[src/rtl/data_mem_arb_pkg.sv]
// Shared types and default widths for the data-memory arbiter.
// The command struct is sized from the package defaults, so the top parameters must keep them.
package data_mem_arb_pkg;

    localparam int ADDR_W_DEF = 6;
    localparam int DATA_W_DEF = 32;

    typedef enum logic [1:0] {
        IDLE   = 2'd0,
        ACCESS = 2'd1,
        RESP   = 2'd2
    } state_t;

    typedef struct packed {
        logic                  port;
        logic                  we;
        logic [ADDR_W_DEF-1:0] addr;
        logic [DATA_W_DEF-1:0] wdata;
    } cmd_t;

endpackage

[src/rtl/data_mem_arbiter_arb2.sv]
// Combinational two-requester arbiter producing a one-hot winner.
// DATA_MEM_ARB_RR_EN selects round-robin; otherwise port 0 has fixed priority.
module arb2 (
    input  logic [1:0] req,
    input  logic       last_gnt,
    input  logic       en,
    output logic [1:0] win
);

`ifdef DATA_MEM_ARB_RR_EN
    // On a tie the port that was not granted last wins.
    always_comb begin
        win = 2'b00;
        if (en) begin
            case (req)
                2'b01:   win = 2'b01;
                2'b10:   win = 2'b10;
                2'b11:   win = last_gnt ? 2'b01 : 2'b10;
                default: win = 2'b00;
            endcase
        end
    end
`else
    logic unused_last_gnt;
    assign unused_last_gnt = last_gnt;

    always_comb begin
        win = 2'b00;
        if (en) begin
            if (req[0])      win = 2'b01;
            else if (req[1]) win = 2'b10;
        end
    end
`endif

endmodule

[src/rtl/data_mem_arbiter.sv]
// Two-port arbiter and access sequencer for the single-port data memory.
// Define DATA_MEM_ARB_RR_EN for round-robin arbitration; default is fixed priority (port 0).
module data_mem_arbiter
    import data_mem_arb_pkg::*;
#(
    parameter int ADDR_W = ADDR_W_DEF,
    parameter int DATA_W = DATA_W_DEF
) (
    input  logic              clk,
    input  logic              rst,
    input  logic [1:0]        req,
    input  logic [1:0]        we,
    input  logic [ADDR_W-1:0] addr0,
    input  logic [ADDR_W-1:0] addr1,
    input  logic [DATA_W-1:0] wdata0,
    input  logic [DATA_W-1:0] wdata1,
    output logic [1:0]        gnt,
    output logic [1:0]        done,
    output logic [DATA_W-1:0] rdata,
    output logic              mem_read,
    output logic              mem_write,
    output logic [ADDR_W-1:0] mem_addr,
    output logic [DATA_W-1:0] mem_wdata,
    input  logic [DATA_W-1:0] mem_rdata
);

    state_t     state, state_nxt;
    cmd_t       cmd;
    logic [1:0] req_elig;
    logic [1:0] win;
    logic       arb_en;
    logic       grant;
    logic       last_gnt;

    assign arb_en = (state == IDLE) || (state == RESP);

    // The port finishing in RESP must not win again on the same edge.
    always_comb begin
        req_elig = req;
        if (state == RESP) req_elig[cmd.port] = 1'b0;
    end

    arb2 u_arb2 (
        .req      (req_elig),
        .last_gnt (last_gnt),
        .en       (arb_en),
        .win      (win)
    );

    assign grant = |win;

`ifdef DATA_MEM_ARB_RR_EN
    // Reset value 1 makes port 0 the first winner on a tie.
    always_ff @(posedge clk or posedge rst) begin
        if (rst)        last_gnt <= 1'b1;
        else if (grant) last_gnt <= win[1];
    end
`else
    assign last_gnt = 1'b0;
`endif

    // NOTE: state registers use non-blocking assignments so every flop samples pre-edge values.
    always_ff @(posedge clk or posedge rst) begin
        if (rst) state <= IDLE;
        else     state <= state_nxt;
    end

    // NOTE: every output of this block gets a default first, so no path can infer a latch.
    always_comb begin
        state_nxt = state;
        mem_read  = 1'b0;
        mem_write = 1'b0;
        case (state)
            IDLE:    if (grant) state_nxt = ACCESS;
            ACCESS: begin
                state_nxt = RESP;
                mem_read  = !cmd.we;
                mem_write = cmd.we;
            end
            RESP:    state_nxt = grant ? ACCESS : IDLE;
            default: state_nxt = IDLE;
        endcase
    end

    always_ff @(posedge clk or posedge rst) begin
        if (rst) begin
            cmd   <= '0;
            gnt   <= 2'b00;
            done  <= 2'b00;
            rdata <= '0;
        end else begin
            gnt  <= win;
            done <= (state == ACCESS) ? (cmd.port ? 2'b10 : 2'b01) : 2'b00;
            if (grant) begin
                cmd.port  <= win[1];
                cmd.we    <= win[1] ? we[1]  : we[0];
                cmd.addr  <= win[1] ? addr1  : addr0;
                cmd.wdata <= win[1] ? wdata1 : wdata0;
            end
            if (state == ACCESS && !cmd.we) rdata <= mem_rdata;
        end
    end

    // The command register only changes on a grant, so the memory lines hold between accesses.
    assign mem_addr  = cmd.addr;
    assign mem_wdata = cmd.wdata;

endmodule
[config.mk]
export PLATFORM = sky130hd
export DESIGN_NAME = data_mem_arbiter
export DESIGN_NICKNAME = d
export VERILOG_FILES = /design/src/rtl/data_mem_arb_pkg.sv /design/src/rtl/data_mem_arbiter_arb2.sv /design/src/rtl/data_mem_arbiter.sv
export SDC_FILE = /design/constraint.sdc
export NUM_CORES = 1
export LEC_CHECK = 0
export CAP_MARGIN = 5
export CORE_MARGIN = 8
export CORE_UTILIZATION = 44
export CTS_BUF_LIST = sky130_fd_sc_hd__clkbuf_2
export DETAILED_ROUTE_END_ITERATION = 12
export PLACE_DENSITY = 0.95
export SYNTH_ARGS = -nofsm -noshare
export SYNTH_HDL_FRONTEND = slang
export SYNTH_HIERARCHICAL = 1
export SYNTH_SLANG_ARGS = --single-unit
[constraint.sdc]
create_clock -name clk -period 4.8 [get_ports clk]
set_input_delay 0.96 -clock clk [delete_from_list [all_inputs] [get_ports clk]]
set_output_delay 0.96 -clock clk [all_outputs]
set_load 0.01 [all_outputs]
==> metrics.csv <==
stage,metric,value,unit
sta,Final period util,65.8,%
clock_network,TritonCTS Buffers,9,
power,Logic pwr share,50.8,%
clock_network,"Setup Fix Bufs, Post-CTS",0,
logic_synthesis,syn_nets,413,
sta,Tmin final,3.16,ns
drt,Post-DRT Antenna Nets,0,
power,Psw,1080,uW
sta,Worst Skew,0.0368,ns
setup_path,reg2reg setup slack,2.42,ns
layout,fin cells,554,
setup_path,reg2reg path depth,4,
setup_path,Crit Reg-Reg Endpoint,mem_wdata[14]$_DFFE_PP0P_,
sta,Fin. Hold Viols,0,
setup_path,"critical path, cell by cell",nor3b_4 > buf_4 > clkdlybuf4s50_1,
drt,total wire length,10100,um
setup_path,Startpoint Class,register,
flow_run,reported max-cap violation count,0,
sta,"Slew Viols, Final",0,
setup_path,CP Max Fanout,33,
layout,n_diodes,0,
layout,"most common cell after layout, fill and taps aside",clkdlybuf4s50_1,
placement,Placed Instances,538,
power,clock share of power,11.7,%
grt,largest net degree at the start of global routing,82,
logic_synthesis,Syn Inst Count,299,
power,cell-internal power,2050,uW
die,Die Height,106,um
grt,number of global-route vias before repair,3041,
power,switching share of total power,34.4,%
placement,Placer Congestion,0.760,
placement,PortBufs,189,
grt,first-pass GRT wire length,16000,um
clock_network,total clock sinks,78,
die,Ports,190,
grt,total congestion overflow,0,
placement,Area after DPL,5200,sq um
clock_network,CTS root buffer,clkbuf_2,
die,Die Wd,106,um
sta,Tightest Pin Transition,1.22,ns
layout,fin util,68.4,%
logic_synthesis,Mapped Area,3530,sq um
setup_path,WP data arrival,2.20,ns
layout,Layout area overhead,50.6,%
setup_path,FF-to-FF Start,state[1]$_DFFE_PP0P_,
sta,Relative slew margins,18.4,%
placement,hpwl dp,7890,um
clock_network,"CTS clk-pin slew, worst paths",0.22,ns
layout,Fillers,591,
drt,Vias/cell,4.85,
setup_path,CP bufs+invs,2,
layout,most frequent cells in the layout,"189 x clkdlybuf4s50_1, 78 x dfrtp_1, 39 x mux2i_1, 39 x nand2_1, 39 x o21ai_0",
logic_synthesis,Synth Area per Inst,11.8,sq um
drt,initial drt markers,116,
clock_network,H-tree depth,3,
sta,setup violators final,0,
die,Initial Utilization,45.4,%
drt,vias post-DR,2687,
grt,initial antenna violation count,0,
die,core box area,7770,sq um
clock_network,post-cts repair resize count,0,
min_path,Hold Path End,state[0]$_DFFE_PP0P_,
grt,All-Layer GR Usage,18.1,%
layout,Multi-input gate area,1180,sq um
sta,sum of negative setup slack,0,ns
clock_network,# hold bufs at CTS,0,
setup_path,CP Capture Type,primary output,
setup_path,Crit path largest cell delay,0.65,ns
layout,share of cells above drive strength 1,11.9,%
min_path,Hold Startpoint,state[0]$_DFFE_PP0P_,
min_path,hold depth,1,
die,Rows,32,
layout,Reg area,1950,sq um
drt,routed len/inst,18.3,um
die,die area,11100,sq um
setup_path,WS Path Type,reg -> out,
power,leakage power,0.00220,uW
power,VDD IR max,0.000271,V
setup_path,"CP delay by family, top",buffers and inverters,
clock_network,clock tree buffer depth,2,
sta,RSZ-0062 raised after global routing,no,
setup_path,slowest CP cell,clkdlybuf4s50_1,
outcome,outcome,"finished, final reports clean",
drt,number of remaining DRC errors,0,
drt,DR pass1 iterations,4,
min_path,Worst Hold Class,reg -> reg,
setup_path,WP data required,3.84,ns
logic_synthesis,synth warn,6,
power,PwrDens,588,nW/um^2
sta,Achievable Freq,316,MHz
layout,Layout Nets,561,
layout,Final Cell Area,5320,sq um
clock_network,CTS tree,yes,
setup_path,crit path from,state[1]$_DFFE_PP0P_,
clock_network,Clock Latency Late Sink,0.50,ns
power,Flop pwr share,37.5,%
-- flip-flops by register name (all words and copies together), names as in the netlist --
register	flops
state	2
gnt	2
done	2
rdata	32
mem_addr	6
mem_wdata	32
cmd	2
-- worst max-delay path by stage --
stage,end,depth (start not counted),slack [ns]
5_1_grt,mem_read,3,1.48
4_1_cts,mem_read,3,1.55
2_1_floorplan,cmd[38]$_DFFE_PP0P_,1,1.84
3_5_place_dp,mem_wdata[31]$_DFFE_PP0P_,6,1.66
6_report,mem_read,3,1.64
3_3_place_gp,mem_wdata[1]$_DFFE_PP0P_,6,1.75
-- per-stage QoR --
| step | total power [uW] | hold WS [ns] | setup WS (ns) |
|---|---|---|---|
| finish | 3130 | 0.515 | 1.64 |
| global route | 3330 | 0.555 | 1.48 |
| CTS | 3170 | 0.520 | 1.55 |
| detailed placement | 2800 | 0.479 | 1.66 |
| global placement | 2730 | 0.472 | 1.75 |
| floorplan | 2130 | 0.458 | 1.84 |
-- layer usage --
layer | track usage (%) | up-vias | routed length (um)
met1 | 18.1 | 1295 | 3660
met4 | 7.24 | 0 | 242
met5 | 0 | - | 0
met3 | 7.06 | 18 | 867
met2 | 32.9 | 109 | 5350
li1 | - | 1265 | -
-- power by group through the flow --
stage | sequential [uW] | clock, uW | combinational (uW)
after global placement | 1170 | 0 | 1560
final | 1170 | 366 | 1590
after CTS | 1180 | 380 | 1610
after global routing | 1210 | 407 | 1700
after floorplan | 1220 | 0 | 908
after detailed placement | 1190 | 0 | 1610
-- layout make-up --
type | count | share of cell area, %
clock buffers | 10 | 0.941
flip-flops and latches | 78 | 36.7
repair buffers | 192 | 36.0
multi-input cells | 161 | 22.2
clock inverters | 6 | 1.32
well taps | 102 | 2.40
inverters | 5 | 0.377
Power figures use the tool's default switching activity.
